==> config.mk <==
export PLATFORM = sky130hd
export DESIGN_NAME = alu_result_fifo
export DESIGN_NICKNAME = d
export VERILOG_FILES = /design/src/rtl/alu_result_fifo.sv
export SDC_FILE = /design/constraint.sdc
export NUM_CORES = 1
export LEC_CHECK = 0
export CAP_MARGIN = 30
export CORE_MARGIN = 2
export CORE_UTILIZATION = 40
export CTS_CLUSTER_DIAMETER = 120
export DETAILED_ROUTE_END_ITERATION = 16
export GPL_TIMING_DRIVEN = 1
export PLACE_DENSITY = 0.79
export RECOVER_POWER = 50
export REMOVE_ABC_BUFFERS = 1
export SETUP_SLACK_MARGIN = 0.05
export SLEW_MARGIN = 25
export SYNTH_ARGS = -nofsm -noshare
export SYNTH_HDL_FRONTEND = slang
export SYNTH_SLANG_ARGS = --single-unit
==> constraint.sdc <==
create_clock -name i_clk -period 2.1 [get_ports i_clk]
set_clock_uncertainty 0.1 [all_clocks]
set_input_delay 0.42 -clock i_clk [delete_from_list [all_inputs] [get_ports i_clk]]
set_output_delay 0.42 -clock i_clk [all_outputs]
set_load 0.01 [all_outputs]
==> src/rtl/alu_result_fifo.sv <==
// rtl/alu_result_fifo.sv - FWFT result/flag FIFO behind the ALU core; optional flag statistics under ALU_FIFO_FLAG_STAT_EN
module alu_result_fifo #(
    parameter int WIDTH = 4,
    parameter int DEPTH = 4
) (
    input  logic                     i_clk,
    input  logic                     i_rstn,
    input  logic                     i_valid,
    output logic                     o_ready,
    input  logic [WIDTH-1:0]         i_result,
    input  logic [3:0]               i_flag,
    output logic                     o_valid,
    input  logic                     i_ready,
    output logic [WIDTH-1:0]         o_result,
    output logic [3:0]               o_flag,
    output logic [$clog2(DEPTH):0]   o_count,
    output logic                     o_full,
    output logic                     o_empty,
    output logic                     o_drop,
    output logic [7:0]               o_err_cnt,
    output logic [7:0]               o_ovf_cnt
);

    localparam int PW = $clog2(DEPTH);
    localparam int CW = PW + 1;
    localparam int EW = WIDTH + 4;
    localparam logic [CW-1:0] FULL_CNT = CW'(DEPTH);

    // Each entry packs {flag, result}; contents are never reset because
    // the head is masked to zero whenever the queue is empty.
    logic [EW-1:0] mem_q [DEPTH];

    logic [PW-1:0] wr_ptr_q, wr_ptr_d;
    logic [PW-1:0] rd_ptr_q, rd_ptr_d;
    logic [CW-1:0] count_q, count_d;
    logic          drop_q, drop_d;
    logic          push;
    logic          pop;
    logic [EW-1:0] head;

    // Status comes from the occupancy register only, never from pointers.
    assign o_full  = (count_q == FULL_CNT);
    assign o_empty = (count_q == '0);
    assign o_ready = !o_full;
    assign o_valid = !o_empty;
    assign o_count = count_q;
    assign o_drop  = drop_q;

    // A full FIFO refuses input even when the head is popped that cycle.
    assign push = i_valid && o_ready;
    assign pop  = o_valid && i_ready;

    // Head entry falls through combinationally, forced to zero while empty.
    always_comb begin
        head = '0;
        if (!o_empty) begin
            head = mem_q[rd_ptr_q];
        end
    end

    assign o_result = head[WIDTH-1:0];
    assign o_flag   = head[EW-1:WIDTH];

    // Next-state for pointers, occupancy and the sticky drop bit.
    always_comb begin
        wr_ptr_d = wr_ptr_q;
        rd_ptr_d = rd_ptr_q;
        count_d  = count_q;
        drop_d   = drop_q;
        if (push) begin
            wr_ptr_d = wr_ptr_q + PW'(1);
        end
        if (pop) begin
            rd_ptr_d = rd_ptr_q + PW'(1);
        end
        case ({push, pop})
            2'b10:   count_d = count_q + CW'(1);
            2'b01:   count_d = count_q - CW'(1);
            default: count_d = count_q;
        endcase
        if (i_valid && o_full) begin
            drop_d = 1'b1;
        end
    end

    // Control state registers with asynchronous clear.
    always_ff @(posedge i_clk or negedge i_rstn) begin
        if (!i_rstn) begin
            wr_ptr_q <= '0;
            rd_ptr_q <= '0;
            count_q  <= '0;
            drop_q   <= 1'b0;
        end else begin
            wr_ptr_q <= wr_ptr_d;
            rd_ptr_q <= rd_ptr_d;
            count_q  <= count_d;
            drop_q   <= drop_d;
        end
    end

    // Storage write; flag combinations are kept verbatim.
    always_ff @(posedge i_clk) begin
        if (push) begin
            mem_q[wr_ptr_q] <= {i_flag, i_result};
        end
    end

`ifdef ALU_FIFO_FLAG_STAT_EN
    logic [7:0] err_cnt_q, err_cnt_d;
    logic [7:0] ovf_cnt_q, ovf_cnt_d;

    // Saturating counts of accepted entries carrying err / overflow flags.
    always_comb begin
        err_cnt_d = err_cnt_q;
        ovf_cnt_d = ovf_cnt_q;
        if (push && i_flag[0] && (err_cnt_q != 8'hFF)) begin
            err_cnt_d = err_cnt_q + 8'd1;
        end
        if (push && i_flag[3] && (ovf_cnt_q != 8'hFF)) begin
            ovf_cnt_d = ovf_cnt_q + 8'd1;
        end
    end

    // Statistic registers, cleared with the rest of the control state.
    always_ff @(posedge i_clk or negedge i_rstn) begin
        if (!i_rstn) begin
            err_cnt_q <= 8'd0;
            ovf_cnt_q <= 8'd0;
        end else begin
            err_cnt_q <= err_cnt_d;
            ovf_cnt_q <= ovf_cnt_d;
        end
    end

    assign o_err_cnt = err_cnt_q;
    assign o_ovf_cnt = ovf_cnt_q;
`else
    assign o_err_cnt = 8'd0;
    assign o_ovf_cnt = 8'd0;
`endif

endmodule

# ---- Word-level counts from Yosys, hierarchy flattened
# Memory sizes are Yosys's and may differ from the RTL's.
# Index checks and enable logic that the tools add are counted.
dict set report word_totals {
  ff_bits 8
  ram_bits 32
  in_bits 12
  out_inout_bits 32
  word_cells 23
  mem_count 1
}
dict set report classes {
  addsub 4
  eq_ne 3
  n_mux 4
  reduce_logical 7
}
# name words word_bits read_ports rd_clocked_by_memory_dff write_ports line_no
set memory_table {}
lappend memory_table {mem_q 4 8 1 0 1 31} ;# logic [EW-1:0] mem_q [DEPTH];
# operator n
set ops {}
lappend ops {{2-to-1 mux 8 bit} 1}
lappend ops {{one-hot mux 3 bit (2 select lines)} 1}
lappend ops {{adder 2 x 1 -> 2 bit, second input constant} 2}
lappend ops {{adder 3 x 1 -> 3 bit, second input constant} 1}
lappend ops {{== test 3 bit, second input constant} 1}
lappend ops {{logical AND 1 bit} 3}
lappend ops {{logical NOT 3 bit} 1}
lappend ops {{subtractor 3 x 1 -> 3 bit, second input constant} 1}
lappend ops {{== test 2 x 1 -> 1 bit, second input constant} 1}
lappend ops {{== test 2 bit, second input constant} 1}
lappend ops {{logical NOT 1 bit} 2}
lappend ops {{2-to-1 mux 1 bit} 2}
lappend ops {{nonzero test 2 bit} 1}

# ---- Longest topological paths before layout
# Gate-level depths: netlist (run 1).
dict set report logic_depth {
  word_depth 5
  depth_mapped 11
  ltp_nobuf 11
}

# ---- Least setup slack after synthesis (run 1)
# OpenSTA, ideal clock, no wires.
dict set report synth_timing {
  path_type {register to register}
  from {reg count_q[0], in the netlist o_count[0]}
  to {reg count_q[2], in the netlist o_count[2]}
  setup_time_ps 79
  arrival_time_ps 1900
  t_required_ps 1921
  path_slack_ps 21
  stages_incl_launch_ff 12
  n_path_buf 0
  period_less_slack_ps 2079
  path_cell_list {dfrtp_1 -> inv_1 -> nand3_1 -> inv_2 -> nor2b_4 -> inv_1 -> ha_1 -> inv_1 -> fa_1 -> xor2_1 -> nor2_1 -> xor2_1}
}
dict set report synth_via {
  elab_chain_len 5
  word_cells_on_any_way 12
  cone_classes {add/sub: 2; eq/ne: 3; mux: 1; reduce/logical: 6}
}
# item line_no
set synth_lines {}
lappend synth_lines {{start: declaration} 35} ;# logic [CW-1:0] count_q, count_d;
lappend synth_lines {{start signal: assignment} 96} ;# count_q <= count_d;
lappend synth_lines {{== test 3 bit (*)} 42} ;# assign o_full = (count_q == FULL_CNT);
lappend synth_lines {{logical NOT 1 bit (*)} 44} ;# assign o_ready = !o_full;
lappend synth_lines {{net o_ready} 9} ;# output logic o_ready,
lappend synth_lines {{logical AND 1 bit (*)} 50} ;# assign push = i_valid && o_ready;
lappend synth_lines {{== test 2 x 1 -> 1 bit or == test 2 bit (tied branches)} 76} ;# case ({push, pop})
lappend synth_lines {{one-hot mux 3 bit (2 select lines) or nonzero test 2 bit (tied branches)} n/a}
# Mark *: on every way through the listed nets, which the timed path passes. The rest lies on a longest branch.
# A chain may end at the register's enable or synchronous reset.

# ---- Worst setup path in the final report (run 1)
dict set report layout_timing {
  from {reg rd_ptr_q[0]}
  to {out o_flag[0]}
}
dict set report layout_via {
  elab_chain_len 2
}
# item line_no
set layout_lines {}
lappend layout_lines {{start: declaration} 34} ;# logic [PW-1:0] rd_ptr_q, rd_ptr_d;
lappend layout_lines {{start signal: assignment} 95} ;# rd_ptr_q <= rd_ptr_d;
lappend layout_lines {{memory (4 x 8 bit)} n/a}
lappend layout_lines {{2-to-1 mux 8 bit} 56} ;# if (!o_empty) begin
lappend layout_lines {{end: declaration} 15} ;# output logic [3:0] o_flag,
# Every way passes these cells.

==> results.yml, run 1 <==
logic_synthesis:
  synth-async-reset-ratio_pct: 20.00
  netlist_instances: 109
  synth_compound_area_share_pct: 0.4184
  netlist.area_leader.share_pct: 53.56
  yosys.area_share.xor_xnor_pct: 2.929
  synth_sequential_area_ratio_pct: 64.71
  synth_simple_gate_area_share_pct: 6.416
  cells_taking_the_most_area_after_synthesis: "edfxtp_1 (54%), dfrtp_1 (11%), mux4_2 (10%), buf_4 (6.7%), and2_1 (4.5%)"
  synth.mux.area_fraction_pct: 11.23
  average_cell_area_after_synthesis_um2: 16.46
  synth_ff_type: "edfxtp_1"
  synth_seq_cells: 40
  synthDistinctLibCells: 22
  number_of_synthesized_flops_with_an_enable_pin: 32
  netlist.top_cell.by_area: "edfxtp_1"
  main_combinational_cell_family_by_area_after_synthesis: "multiplexers"
  yosys_warnings: 0
  yosys.area_share.adder_pct: 4.603
  synth.cell_area_mm2: 0.001794
pwr:
  netSwitchingPower_mw: 1.012
  internal_pwr_total_mw: 2.423
  pwr_density_cell_mw_per_mm2: 1440
  ir_drop_v: 0.001024
  p_leak_nw: 0.9819
  switching_share_pct: 29.47
  part_of_the_total_power_dissipated_in_sequential_elements_pct: 34.6
  power.share.clock_pct: 17.7
  comb_power_share_pct: 47.7
clock_network:
  post_cts_hold_fix_bufs: 0
  ctsLongestPathBuffers: 2
  cts_sinks: 40
  clk_pin_slew_worst_paths_ns: 0.08
  worst_skew_pair.late_latency_ns: 0.29
  cts_root_buf: "clkbuf_8"
  tritoncts: "yes"
  cts_htree_levels: 2
  cts_buffers: 5
setup_path:
  cp.required_ns: 1.58
  worst_path_arrival_ns: 1.63
  critPathKind: "flop to output pin"
  slowest_stage: "mux4_2"
  end_kind: "output pin"
  worst_path_largest_cell_delay_ns: 0.51
  cp-start-kind: "flop"
  worst-path-max-fanout: 8
  path_cells: "buf_12 > mux4_2 > and2_4 > buf_6"
global_route:
  grt-busiest-layer: "met2"
  grt_util_met2_pct: 23.26
  grt_pass1_vias: 1047
  grt_first_pass_wirelength_um: 4905
  use_met3_pct: 5.698
  met1_routing_resource_usage_after_global_routing_pct: 14.12
  grt_max_degree: 14
  antenna_found_initial: 0
  gr-usage-all-layers_pct: 13.44
  grt_overflow: 0
sta:
  final_max_slew_viol_count: 0
  hold_violations: 0
  fin_crit_ns: 2.145
  achievable_frequency_mhz: 466.1
  count_of_endpoints_failing_setup_in_the_final_report: 8
  timing.hold.ws_ns: 0.3721
  grt_setup_unrepaired: "yes"
  timing.final.ws_setup_ns: -0.04545
  period_share_pct: 102.2
die:
  fp.dieArea_mm2: 0.005037
  core_region_area_mm2: 0.004324
  die_h_um: 70.98
  io_pins: 44
  std_cell_rows: 24
  dieWidth_um: 70.98
  start_util_pct: 41.49
placement:
  place.port_buffers: 27
  place_congestion: 0.7075
  detailed_place_hpwl_um: 2137
  place_area_mm2: 0.002186
run_status:
  failed_checks: "negative setup slack"
  status: "finished with violations"
worst_hold_path:
  worst_hold_path_type: "input pin to asynchronous set/reset pin"
detailed_routing:
  wl_um: 2972
  detail_route.iter0.violations: 26
  detail_route.drc_violations: 0
  viasPerCell: 4.488
  number_of_iterations_in_the_first_detailed_routing_pass: 3
  average_wire_per_cell_in_the_routed_design_um: 13.82
  total_number_of_vias: 965
  antenna_violating_nets_post_route: 0
final_layout:
  commonest_non_fill_non_tap_cell_in_the_layout: "edfxtp_1"
  antenna_cells_inserted: 0
  layout-drive-gt1-share_pct: 40.49
  layout.cells.most_common_list: "edfxtp_1 (32), buf_4 (21), conb_1 (16)"
  n_fill_cell: 360
  design.final.nets: 180
  final_cell_area_mm2: 0.002386
  area_growth_syn_to_layout_pct: 32.98
run:
  drv.max_cap_violation_count: 0
kinds of logic after synthesis:
kind of cell    after synthesis
other cells                   1
xor+xnor                      6
flops                        40
buf+inv                      27
mux                          10
compound gates                1
fa+ha+maj                     6
simple gates                 18
metal layers:
| metal | wire [um] | up-vias |
|---|---|---|
| li1 | - | 453 |
| met1 | 1138 | 472 |
| met2 | 1565 | 35 |
| met3 | 211 | 5 |
| met4 | 57 | 0 |
| met5 | 0 | - |
final timing paths:
| path | cells after the start | slack [ns] | startpoint | endpoint |
|---|---|---|---|---|
| min in group i_clk | 1 | 0.38 | o_drop | o_drop |
| hold / removal | 1 | 0.37 | i_rstn | o_count[0] |
| max in group asynchronous | 1 | 1.25 | i_rstn | wr_ptr_q[0] |
| setup / recovery | 4 | -0.05 | rd_ptr_q[0] | o_flag[0] |
| setup reg to reg | 9 | 0.04 | o_count[1] | o_count[2] |
| hold reg to reg | 1 | 0.38 | o_drop | o_drop |
state kept, by name, summed over array words and instances (netlist names):
signal,flops
wr_ptr_q,2
rd_ptr_q,2
o_count,3
mem_q,32
o_drop,1
metrics by stage:
| step | setup slack, ns | std cells | utilization [%] | power, mW | TNS (ns) |
|---|---|---|---|---|---|
| floorplan | -0.04520 | 105 | - | 1.896 | -0.06063 |
| global placement | -0.1009 | 201 | 50.55 | 2.603 | -0.6626 |
| detailed placement | -0.1907 | 201 | 50.55 | 2.667 | -1.132 |
| CTS | -0.08403 | 214 | 54.20 | 3.328 | -0.5031 |
| global route | -0.1100 | 215 | 55.18 | 3.646 | -0.7943 |
| finish | -0.04545 | 215 | 55.18 | 3.435 | -0.2337 |
Yosys cell counts (all sizes together) (2+ instances only):
cell type	count
xnor2	3
buf	17
nand3	2
xor2	3
and2	13
clkbuf	2
dfrtp	8
inv	8
edfxtp	32
ha	5
mux4	8
worst max-delay path: cells and delay by family (launching register included):
family	cells	cell delay, ns
buffers and inverters	2	0.27
flip-flops	1	0.41
multiplexers	1	0.51
AND/OR/NAND/NOR	1	0.15
final cells by class:
cell class                      instances  area [um^2]  share of cell area (%)
Sequential cell                        40         1161                   48.66
Multi-Input combinational cell         57        564.3                   23.65
Timing Repair Buffer                   50        454.2                   19.04
Clock buffer                            5        68.82                   2.884
Tap cell                               52        65.06                   2.727
Clock inverter                          3        42.54                   1.783
Inverter                                8        30.03                   1.259
power groups by stage:
stage / Clock, mW / Combinational (mW) / Sequential, mW
detailed placement: 0 / 1.46 / 1.20
CTS: 0.629 / 1.51 / 1.19
global placement: 0 / 1.42 / 1.19
finish: 0.608 / 1.64 / 1.19
global route: 0.652 / 1.78 / 1.22
floorplan: 0 / 0.660 / 1.24
what timing repair did:
action	4_1_cts	5_1_grt
resized for setup	53	13
setup endpoints to repair	14	13
pin swaps	14	7
setup buffers	5	1
No activity file was read; power rests on OpenSTA's default activity.
==> inputs of run 2 (changes only) <==
--- a/config.mk
+++ b/config.mk
@@ -6,7 +6,6 @@
 export NUM_CORES = 1
 export LEC_CHECK = 0
 export CAP_MARGIN = 30
-export CORE_MARGIN = 2
 export CORE_UTILIZATION = 40
 export CTS_CLUSTER_DIAMETER = 120
 export DETAILED_ROUTE_END_ITERATION = 16
==> run 2 against run 1 <==
Largest cell class unchanged. Critical path depth increased by 1. The run still ends with negative setup slack left. Routed wire length up 1.0%. First-iteration DRC count down 65%. Largest power group unchanged.
==> results.yml, run 2 (same netlist as run 1, synthesis figures left out) <==
run_status:
  failed_checks: "negative setup slack"
  status: "finished with violations"
detailed_routing:
  average_wire_per_cell_in_the_routed_design_um: 14.51
  viasPerCell: 4.652
  antenna_violating_nets_post_route: 0
  total_number_of_vias: 963
  wl_um: 3003
  detail_route.drc_violations: 0
  detail_route.iter0.violations: 9
  number_of_iterations_in_the_first_detailed_routing_pass: 2
final_layout:
  non_filler_instance_count_after_layout: 207
  layout.cells.most_common_list: "edfxtp_1 (32), conb_1 (16), buf_4 (10)"
  antenna_cells_inserted: 0
  layout-drive-gt1-share_pct: 35.67
  design.final.nets: 175
  registers.top_by_ff_count: "mem_q"
  n_fill_cell: 319
  area_growth_syn_to_layout_pct: 29.22
  largest_register_ff_count: 32
  commonest_non_fill_non_tap_cell_in_the_layout: "edfxtp_1"
sta:
  fin_crit_ns: 2.179
  timing.final.ws_setup_ns: -0.07853
  grt_setup_unrepaired: "yes"
  timing.hold.ws_ns: 0.3755
  achievable_frequency_mhz: 459.0
  final_max_slew_viol_count: 0
  count_of_endpoints_failing_setup_in_the_final_report: 3
  period_share_pct: 103.7
  hold_violations: 0
worst_hold_path:
  holdPathStages: 1
  worst_hold_path_type: "flop to flop"
  hold_path.startpoint: "o_drop"
setup_path:
  timing.critical_path.from: "rd_ptr_q[0]"
  cp_num_cells: 5
  end_kind: "output pin"
  worst_path_largest_cell_delay_ns: 0.49
  timing.critical_path.mode_cell: "buf_6"
  worst-path-max-fanout: 3
  critical-path-top-delay-family: "multiplexers"
  critPathKind: "flop to output pin"
  cp.required_ns: 1.58
  worst_path_arrival_ns: 1.66
  crit-reg2reg-launch: "o_count[0]"
  count_of_cells_along_the_worst_register_to_register_path: 7
  path_cells: "buf_6 > buf_6 > mux4_2 > and2_1 > buf_2"
  slowest_stage: "mux4_2"
  cp.buffers_inverters: 3
  cp-start-kind: "flop"
clock_network:
  cts_root_buf: "clkbuf_8"
  cts_sinks: 40
  worst_skew_pair.late_latency_ns: 0.28
  post_cts_hold_fix_bufs: 0
  ctsLongestPathBuffers: 2
  cts_buffers: 5
  cts_htree_levels: 2
  tritoncts: "yes"
  clk_pin_slew_worst_paths_ns: 0.07
placement:
  place.port_buffers: 27
  place.detailed.instances: 197
  detailed_place_hpwl_um: 2219
  detailedPlace.worstSlack_ns: -0.1651
  place_congestion: 0.6938
die:
  io_pins: 44
  start_util_pct: 43.30
  dieWidth_um: 68.98
  die_h_um: 68.98
  fp.dieArea_mm2: 0.004758
  core_region_area_mm2: 0.004144
  std_cell_rows: 23
global_route:
  grt_max_degree: 12
  grt_overflow: 0
  gr-usage-all-layers_pct: 14.92
  antenna_found_initial: 0
  grt_pass1_vias: 1027
  grt_first_pass_wirelength_um: 4698
pwr:
  p_leak_nw: 0.9281
  ir_drop_v: 0.0007082
  pwr_density_cell_mw_per_mm2: 1397
  power_mw: 3.238
run:
  drv.max_cap_violation_count: 0
-- run 2: changes by cell type in the layout (fill, tap and decap cells not counted), moves of 2 or more --
cell | before | now
buf_4 | 21 | 10
clkbuf_1 | 0 | 3
and2_1 | 5 | 7
and2_4 | 8 | 6
inv_4 | 0 | 2
-- run 2: path summary, 6_finish.rpt --
| kind | to | slack, ns |
|---|---|---|
| worst max register to register | o_count[1] | 0.03 |
| max in group asynchronous | rd_ptr_q[1] | 1.21 |
| min in group asynchronous | o_count[1] | 0.39 |
| worst max-delay path | o_result[3] | -0.08 |
| worst min register to register | o_drop | 0.38 |
| worst min-delay path | o_drop | 0.38 |
-- run 2: what timing repair did --
item / in CTS / in global routing
setup endpoints to repair: 14 / 12
cloned: 0 / 0
pin swaps: 13 / 6
gates resized for setup: 58 / 7
setup buffers: 4 / 0
-- run 2: cell type report --
cell class | count | area [um^2] | area share [%]
multi-input combinational | 57 | 559.3 | 24.12
clock buffer | 6 | 72.57 | 3.130
timing repair buffer | 45 | 421.7 | 18.19
clock inverter | 1 | 5.005 | 0.2159
tap | 50 | 62.56 | 2.698
sequential | 40 | 1162 | 50.13
inverter | 8 | 35.03 | 1.511
-- run 2: report_power, final --
| group | leakage (nW) | internal, mW | total (mW) | switching, mW |
|---|---|---|---|---|
| registers | 0.383 | 1.08 | 1.20 | 0.117 |
| logic | 0.504 | 0.926 | 1.58 | 0.654 |
| clock network | 0.0410 | 0.225 | 0.461 | 0.235 |
| total | 0.928 | 2.23 | 3.24 | 1.01 |
-- run 2: per-layer routing --
| metal | vias to the layer above | track usage (%) | share of wire, % |
|---|---|---|---|
| met5 | - | 0 | 0 |
| li1 | 445 | - | - |
| met1 | 475 | 14.92 | 36 |
| met3 | 8 | 4.934 | 4.1 |
| met4 | 0 | 8.163 | 2.4 |
| met2 | 35 | 26.94 | 58 |
-- run 2: stage by stage --
| stage | utilization [%] | instance area, um^2 | setup TNS [ns] |
|---|---|---|---|
| global placement | 52.93 | 2193 | -0.5950 |
| CTS | 55.86 | 2315 | -0.2074 |
| floorplan | - | 1710 | -0.06063 |
| global route | 55.95 | 2318 | -0.8324 |
| finish | 55.95 | 2318 | -0.2117 |
| detailed placement | 52.93 | 2193 | -0.8976 |
